[config.mk]
export PLATFORM = sky130hd
export DESIGN_NAME = series_accumulator
export DESIGN_NICKNAME = d
export VERILOG_FILES = /design/src/rtl/series_accumulator.sv
export SDC_FILE = /design/constraint.sdc
export NUM_CORES = 1
export LEC_CHECK = 0
export BUFFER_PORTS_ARGS = -buffer_cell sky130_fd_sc_hd__buf_2
export CELL_PAD_IN_SITES_DETAIL_PLACEMENT = 0
export CELL_PAD_IN_SITES_GLOBAL_PLACEMENT = 1
export CORE_AREA = 5 5 233 122
export CTS_CLUSTER_DIAMETER = 100
export DETAILED_ROUTE_END_ITERATION = 7
export DIE_AREA = 0 0 238 127
export GPL_ROUTABILITY_DRIVEN = 0
export MAX_ROUTING_LAYER = met4
export PLACE_DENSITY_LB_ADDON = 0.1
export SYNTH_ARGS = -nofsm -noshare
export SYNTH_HDL_FRONTEND = slang
export SYNTH_SLANG_ARGS = --single-unit
[constraint.sdc]
create_clock -name clk -period 11.1 [get_ports clk]
set_clock_uncertainty 0.15 [all_clocks]
set_input_delay 0.555 -clock clk [delete_from_list [all_inputs] [get_ports clk]]
set_output_delay 0.555 -clock clk [all_outputs]
set_load 0.01 [all_outputs]
[src/rtl/series_accumulator.sv]
// Streaming series accumulator: sums a run of len samples in one of three modes
// and hands the result out on a valid/ready port. Optional SERIES_ACC_SAT_EN saturates instead of wrapping.
module series_accumulator #(
  parameter int DATA_WIDTH = 32,
  parameter int ACC_WIDTH  = 40,
  parameter int MAX_LEN    = 1024,
  parameter int CNT_W      = $clog2(MAX_LEN + 1)
) (
  input  logic                  clk,
  input  logic                  reset,
  input  logic                  start,
  input  logic [CNT_W-1:0]      len,
  input  logic [1:0]            mode,
  input  logic                  in_valid,
  input  logic [DATA_WIDTH-1:0] in_data,
  output logic                  in_ready,
  output logic [ACC_WIDTH-1:0]  sum_output,
  output logic                  out_valid,
  input  logic                  out_ready,
  output logic                  busy,
  output logic                  overflow
);

  localparam logic [1:0] ST_IDLE = 2'd0;
  localparam logic [1:0] ST_RUN  = 2'd1;
  localparam logic [1:0] ST_DONE = 2'd2;

  localparam logic [CNT_W-1:0] MAX_LEN_C = CNT_W'(MAX_LEN);
  localparam logic [CNT_W-1:0] ONE_C     = CNT_W'(1);
  localparam int               PAD_W     = ACC_WIDTH - DATA_WIDTH;

  logic [1:0]            state_reg;
  logic [CNT_W-1:0]      len_reg;
  logic [CNT_W-1:0]      count_reg;
  logic [1:0]            mode_reg;
  logic [ACC_WIDTH-1:0]  acc_reg;
  logic [ACC_WIDTH-1:0]  sum_reg;
  logic                  ovf_reg;

  logic [CNT_W-1:0]      len_clamped;
  logic                  signed_mode;
  logic [DATA_WIDTH-1:0] abs_data;
  logic [ACC_WIDTH-1:0]  ext_data;
  logic [ACC_WIDTH:0]    sum_wide;
  logic [ACC_WIDTH-1:0]  sum_raw;
  logic                  beat_ovf;
  logic [ACC_WIDTH-1:0]  acc_next;
  logic                  beat;
  logic                  last_beat;

  assign len_clamped = (len > MAX_LEN_C) ? MAX_LEN_C : len;
  // Modes 1 and 3 are the signed modes; bit 0 alone identifies them.
  assign signed_mode = mode_reg[0];
  assign abs_data    = in_data[DATA_WIDTH-1] ? (~in_data + {{(DATA_WIDTH-1){1'b0}}, 1'b1}) : in_data;

  always_comb begin
    ext_data = {{PAD_W{in_data[DATA_WIDTH-1]}}, in_data};
    case (mode_reg)
      2'd0:    ext_data = {{PAD_W{1'b0}}, in_data};
      2'd2:    ext_data = {{PAD_W{1'b0}}, abs_data};
      default: ext_data = {{PAD_W{in_data[DATA_WIDTH-1]}}, in_data};
    endcase
  end

  assign sum_wide = {1'b0, acc_reg} + {1'b0, ext_data};
  assign sum_raw  = sum_wide[ACC_WIDTH-1:0];

  // Signed overflow: both operands share a sign that the result does not.
  always_comb begin
    if (signed_mode) begin
      beat_ovf = (acc_reg[ACC_WIDTH-1] == ext_data[ACC_WIDTH-1]) &&
                 (sum_raw[ACC_WIDTH-1] != acc_reg[ACC_WIDTH-1]);
    end else begin
      beat_ovf = sum_wide[ACC_WIDTH];
    end
  end

`ifdef SERIES_ACC_SAT_EN
  always_comb begin
    acc_next = sum_raw;
    if (beat_ovf) begin
      if (!signed_mode) begin
        acc_next = {ACC_WIDTH{1'b1}};
      end else if (acc_reg[ACC_WIDTH-1]) begin
        acc_next = {1'b1, {(ACC_WIDTH-1){1'b0}}};
      end else begin
        acc_next = {1'b0, {(ACC_WIDTH-1){1'b1}}};
      end
    end
  end
`else
  assign acc_next = sum_raw;
`endif

  assign beat      = (state_reg == ST_RUN) && in_valid;
  assign last_beat = beat && (count_reg == (len_reg - ONE_C));

  always_ff @(posedge clk) begin
    if (reset) begin
      state_reg <= ST_IDLE;
      len_reg   <= '0;
      count_reg <= '0;
      mode_reg  <= 2'd0;
      acc_reg   <= '0;
      sum_reg   <= '0;
      ovf_reg   <= 1'b0;
    end else begin
      case (state_reg)
        ST_IDLE: begin
          if (start) begin
            len_reg   <= len_clamped;
            mode_reg  <= mode;
            count_reg <= '0;
            acc_reg   <= '0;
            ovf_reg   <= 1'b0;
            if (len_clamped == '0) begin
              sum_reg   <= '0;
              state_reg <= ST_DONE;
            end else begin
              state_reg <= ST_RUN;
            end
          end
        end
        ST_RUN: begin
          if (beat) begin
            acc_reg   <= acc_next;
            count_reg <= count_reg + ONE_C;
            if (beat_ovf) ovf_reg <= 1'b1;
            if (last_beat) begin
              sum_reg   <= acc_next;
              state_reg <= ST_DONE;
            end
          end
        end
        ST_DONE: begin
          if (out_ready) state_reg <= ST_IDLE;
        end
        default: state_reg <= ST_IDLE;
      endcase
    end
  end

  assign in_ready   = (state_reg == ST_RUN);
  assign out_valid  = (state_reg == ST_DONE);
  assign busy       = (state_reg != ST_IDLE);
  assign sum_output = sum_reg;
  assign overflow   = ovf_reg;

endmodule

# After elaboration in Yosys (flattened, before gate mapping)

Index checks and enable logic that the tools add are counted.

Flip-flop bits (word level): 107
Bits of input ports: 50
Output and inout bits: 44
Logic and storage cells: 63

Add/sub/neg operators: 4
Magnitude comparators: 1
Equality and inequality tests: 12
Mux-type cells: 25
Bitwise operators: 1
Reductions and logical operators: 13

Operators by type and width:

| kind                    | number |
|---|---|
| $mux W40                | 6 |
| $pmux W40 S2            | 3 |
| $add A40 B40 Y41        | 1 |
| $mux W11                | 3 |
| $add A32 B1 Y32 const B | 1 |
| $mux W32                | 1 |
| $not A32 Y32            | 1 |
| $pmux W11 S2            | 1 |
| $add A11 B1 Y11 const B | 1 |
| $eq A11 B11 Y1          | 1 |
| $gt A11 B11 Y1 const B  | 1 |
| $logic_not A11 Y1       | 1 |
| $sub A11 B1 Y11 const B | 1 |
| $mux W2                 | 5 |
| $ne A2 B1 Y1 const B    | 4 |
| $reduce_and A4 Y1       | 2 |
| $pmux W2 S3             | 1 |
| $reduce_and A5 Y1       | 1 |
| $eq A2 B2 Y1 const B    | 2 |
| $logic_not A2 Y1        | 2 |
| $mux W1                 | 4 |
| $ne A2 B2 Y1 const B    | 2 |
| $reduce_bool A2 Y1      | 2 |
| $logic_and A1 B1 Y1     | 3 |
| 6 further kinds         | 6 |

# Logic depth before layout (Yosys ltp)

Depth after elaboration: 11
Depth in mapped cells: 22
Depth with buffers taken out: 21

# Least setup slack after synthesis

No wires, ideal clock.

Kind: input-to-reg
Start point: input in_data[9]
End point: register ovf_reg (netlist: overflow)
Setup time: 0.122 ns
Arrival time: 4.226 ns
Data required time: 10.828 ns
Slack: 6.603 ns
Stages: 16
Buffers on the path: 1
Path through: or4_1 -> nor2_1 -> and3_1 -> nor2b_1 -> a21oi_1 -> xor2_1 -> ha_1 -> clkbuf_1 -> a21oi_1 -> o21ai_0 -> a221o_1 -> a21oi_1 -> o211ai_1 -> a2111oi_1 -> nor3_1 -> o311a_1

Longest elaborated chain between the ends: 10

RTL lines:

| element                              | line | text |
|---|---|---|
| start: declaration                   | 15   | `input logic [DATA_WIDTH-1:0] in_data,` |
| $not A32 Y32                         | 54   | `assign abs_data = in_data[DATA_WIDTH-1] ? (~in_data + {{(DATA_WIDTH-1){1'b0}}, 1'b1}) : in_data;` |
| $add A32 B1 Y32                      | 54   |  |
| $mux W32                             | 54   |  |
| $pmux W40 S2 *                       | 58   | `case (mode_reg)` |
| $add A40 B40 Y41 *                   | 65   | `assign sum_wide = {1'b0, acc_reg} + {1'b0, ext_data};` |
| $ne A1 B1 Y1                         | 72   | `(sum_raw[ACC_WIDTH-1] != acc_reg[ACC_WIDTH-1]);` |
| $logic_and A1 B1 Y1                  | 71   | `beat_ovf = (acc_reg[ACC_WIDTH-1] == ext_data[ACC_WIDTH-1]) &&` |
| $mux W1 *                            | 70   | `if (signed_mode) begin` |
| $ne A2 B1 Y1 (no source line) *      | --   |  |
| $reduce_and A4 Y1 (no source line) * | --   |  |
| end signal: assignment               | 106  | `ovf_reg <= 1'b0;` |
| end signal: assignment               | 115  | `ovf_reg <= 1'b0;` |
| end signal: assignment               | 128  | `if (beat_ovf) ovf_reg <= 1'b1;` |
| end: declaration                     | 38   | `logic ovf_reg;` |

Mark *: on every way between the ends. The rest lies on a longest branch, timed or not.
A chain may end at the register's enable or synchronous reset.

# Final worst setup path

Start point: input in_data[2]
End point: register ovf_reg (netlist: overflow)

Same word-level chain as after synthesis.

==> run metrics <==
I/O pin count=94; Fin. Hold Viols=0; die height=127 um; Chip Width=238 um; HP Class=input pin to flip-flop; Slew headroom=35.40%; first-pass GRT wire length=approximately 42000 um; clk sinks=107; WS Path Type=input pin to flip-flop; largest net degree at the start of global routing=between 60 and 70; status=complete, no violations; vias post-DR=7275; Layout area overhead=14.43%; GRT Util Overall=18.68%; Post-Place Worst Slack=5533 ps; total of max-cap violations=0; global route overflow=0; Ys Warns=0; CTS tree=yes; Synth Cell Area=7440 um2; Worst VDD drop=0.07294 mV; CP Max Fanout=9; die footprint=30230 um2; final antenna-violating net count=0; CTS Buf Count=9; Synth Register Bits=107; worst-margin pin slew=around 970 ps; post-route setup slack=a little under 6000 ps; ys async rst share=0%; Final Cycle Share=47.04%; drt pass-1 iters=7; Synth area leader=dfxtp_1; 1st-iter DRT viols=a little under 600; CP required=11220 ps; DRC violations left=0; syn_nets=1068; post-synth cell types=65; proportion of layout cells with a drive suffix above 1=between 10 and 15%; dpl hpwl=around 21000 um; Synth Flop Type=dfxtp_1; count leader, synth=nand2_1; hold_buf cts=0; H-tree depth=3; share of the synthesized area in the top cell type=28.79%; # rows=42; Final min period=about 5200 ps; Initial Util=28.60%; Diodes inserted=0; pwr dens=116.8 nW/um2; post-CTS sizing=0; initial antenna violation count=0; Skew-Pair Late Insertion Delay=380 ps; Worst Path Arrival=5340 ps; kind of end point of the critical path=flip-flop; # fillers=between 2000 and 3000; final net count=1125; Fmax=0.1915 GHz; post-synthesis cell count=974; synth top area cells=dfxtp_1 (29%), a21oi_1 (7.4%), ha_1 (7.2%); number of synthesized flops with an enable pin=0; most frequent cells after synthesis=nand2_1 (118), a21oi_1 (110), dfxtp_1 (107), nor2_1 (80), clkbuf_1 (46); Sum Neg Setup Slack=0 ps; vias in the first global route=6566; mean post-synth cell area=7.638 um2; port bufs=93; P_leak=3.481 nW; RSZ-0062 raised after global routing=no; type of origin of the critical path=input pin; CTS clk-pin slew, worst paths=70 ps; CORE AREA=roughly 26000 um2; clk buf depth=2; final slew viol count=0; Routed Wire Length=about 28000 um; routed len/inst=20.18 um; vias per cell=5.245; Setup Viol. Count Final=0; register area share after synthesis=about 29%; setup bufs post-CTS=0; clk root buf=clkbuf_16
[layout by cell type (no fill, tap or decap), types with 5 or more instances in the layout]
| cell | synthesis | layout |
|---|---|---|
| o21a_1 | 6 | 6 |
| and3_1 | 11 | 11 |
| o41ai_1 | 7 | 7 |
| nand3_1 | 26 | 26 |
| nor3_1 | 29 | 29 |
| or3_1 | 11 | 11 |
| xor2_1 | 40 | 40 |
| xnor2_1 | 34 | 34 |
| buf_4 | 0 | 10 |
| a211oi_1 | 6 | 6 |
| nor2_1 | 80 | 80 |
| clkbuf_16 | 0 | 9 |
| dfxtp_1 | 107 | 107 |
| a31o_2 | 5 | 5 |
| nor3b_1 | 8 | 8 |
| and2_1 | 10 | 10 |
| nor4_1 | 12 | 12 |
| a21oi_1 | 110 | 109 |
| or4_1 | 5 | 5 |
| nand3b_1 | 15 | 15 |
| a31oi_1 | 6 | 6 |
| a22o_1 | 11 | 11 |
| nand2b_1 | 15 | 15 |
| buf_2 | 3 | 92 |
| nand4_1 | 19 | 19 |
| a21o_1 | 25 | 24 |
| nor2b_1 | 12 | 12 |
| inv_1 | 20 | 20 |
| ha_1 | 43 | 43 |
| o211ai_1 | 6 | 6 |
| o21bai_1 | 11 | 11 |
| o21ai_0 | 36 | 36 |
| o22ai_1 | 6 | 6 |
| a22oi_1 | 8 | 8 |
| nand2_1 | 118 | 118 |
| mux2i_1 | 5 | 5 |
[where the power goes]
group / leakage [nW] / switching (mW) / total, mW / internal, mW
combinational: 2.47 / 0.166 / 0.247 / 0.0809
sequential: 0.866 / 0.0104 / 0.405 / 0.395
clock: 0.142 / 0.162 / 0.342 / 0.180
[stage by stage]
stage / instance area (um2) / hold slack [ps] / power [mW] / utilization, % / instances
final: 8513 / 242.6 / 0.9942 / 32.73 / 1387
after global routing: 8513 / 228.9 / 1.042 / 32.73 / 1387
after CTS: 8513 / 226.4 / 1.003 / 32.73 / 1387
after detailed placement: 8219 / 294.0 / 0.6566 / 31.60 / 1372
after global placement: 8219 / 295.1 / 0.6609 / 31.60 / 1372
after floorplan: 7440 / 290.0 / 0.5710 / - / 974
[kinds of logic after synthesis]
kind of cell | count (synthesis) | share of synthesized area (%)
AND/OR/NAND/NOR | 385 | 25.83
multiplexers | 6 | 0.8241
adder cells (fa/ha/maj) | 44 | 7.501
AO/OA/AOI/OAI | 282 | 24.45
buffers and inverters | 76 | 3.885
XOR/XNOR | 74 | 8.712
flip-flops | 107 | 28.79
[worst max-delay path, stage by stage]
cell and delay [ps]:
buf_2 110, nor3_1 250, and2_1 190, nand2_1 140, nor2_1 460, and3_1 280
nor2b_1 340, a21oi_1 140, xor2_1 200, ha_1 410, a21oi_1 200, o21ai_0 190
a221o_1 390, a21oi_1 210, o211ai_1 170, a2111oi_1 580, nor3_1 160, o311a_1 350
[path summary, 6_finish.rpt]
path                            slack (ps)              to      startpoint  depth (start not counted)
worst min-delay path                   240     mode_reg[1]         mode[1]                          2
worst max-delay path                  5880        overflow      in_data[2]                         18
worst min register to register         300  sum_output[10]  sum_output[10]                          2
worst max register to register        6090  sum_output[28]     mode_reg[0]                         14
[per-layer routing]
| metal | wire, um | share of wire, % | up-vias | global-route usage (%) |
|---|---|---|---|---|
| met5 | 0 | 0 | - | - |
| li1 | - | - | 3654 | - |
| met4 | 167 | 0.60 | 0 | 2.933 |
| met2 | 8382 | 30 | 200 | 18.74 |
| met1 | 17390 | 62 | 3409 | 33.12 |
| met3 | 2052 | 7.3 | 12 | 5.082 |
[final cells by class]
| type | count | area, um2 | share of cell area, % |
|---|---|---|---|
| multi-input cells | 791 | 5026 | 59.04 |
| clock inverters | 4 | 51.30 | 0.6026 |
| repair buffers | 102 | 535.5 | 6.290 |
| well taps | 352 | 440.4 | 5.173 |
| clock buffers | 11 | 242.7 | 2.851 |
| inverters | 20 | 75.07 | 0.8818 |
| flip-flops and latches | 107 | 2142 | 25.16 |
Power figures use the tool's default switching activity.
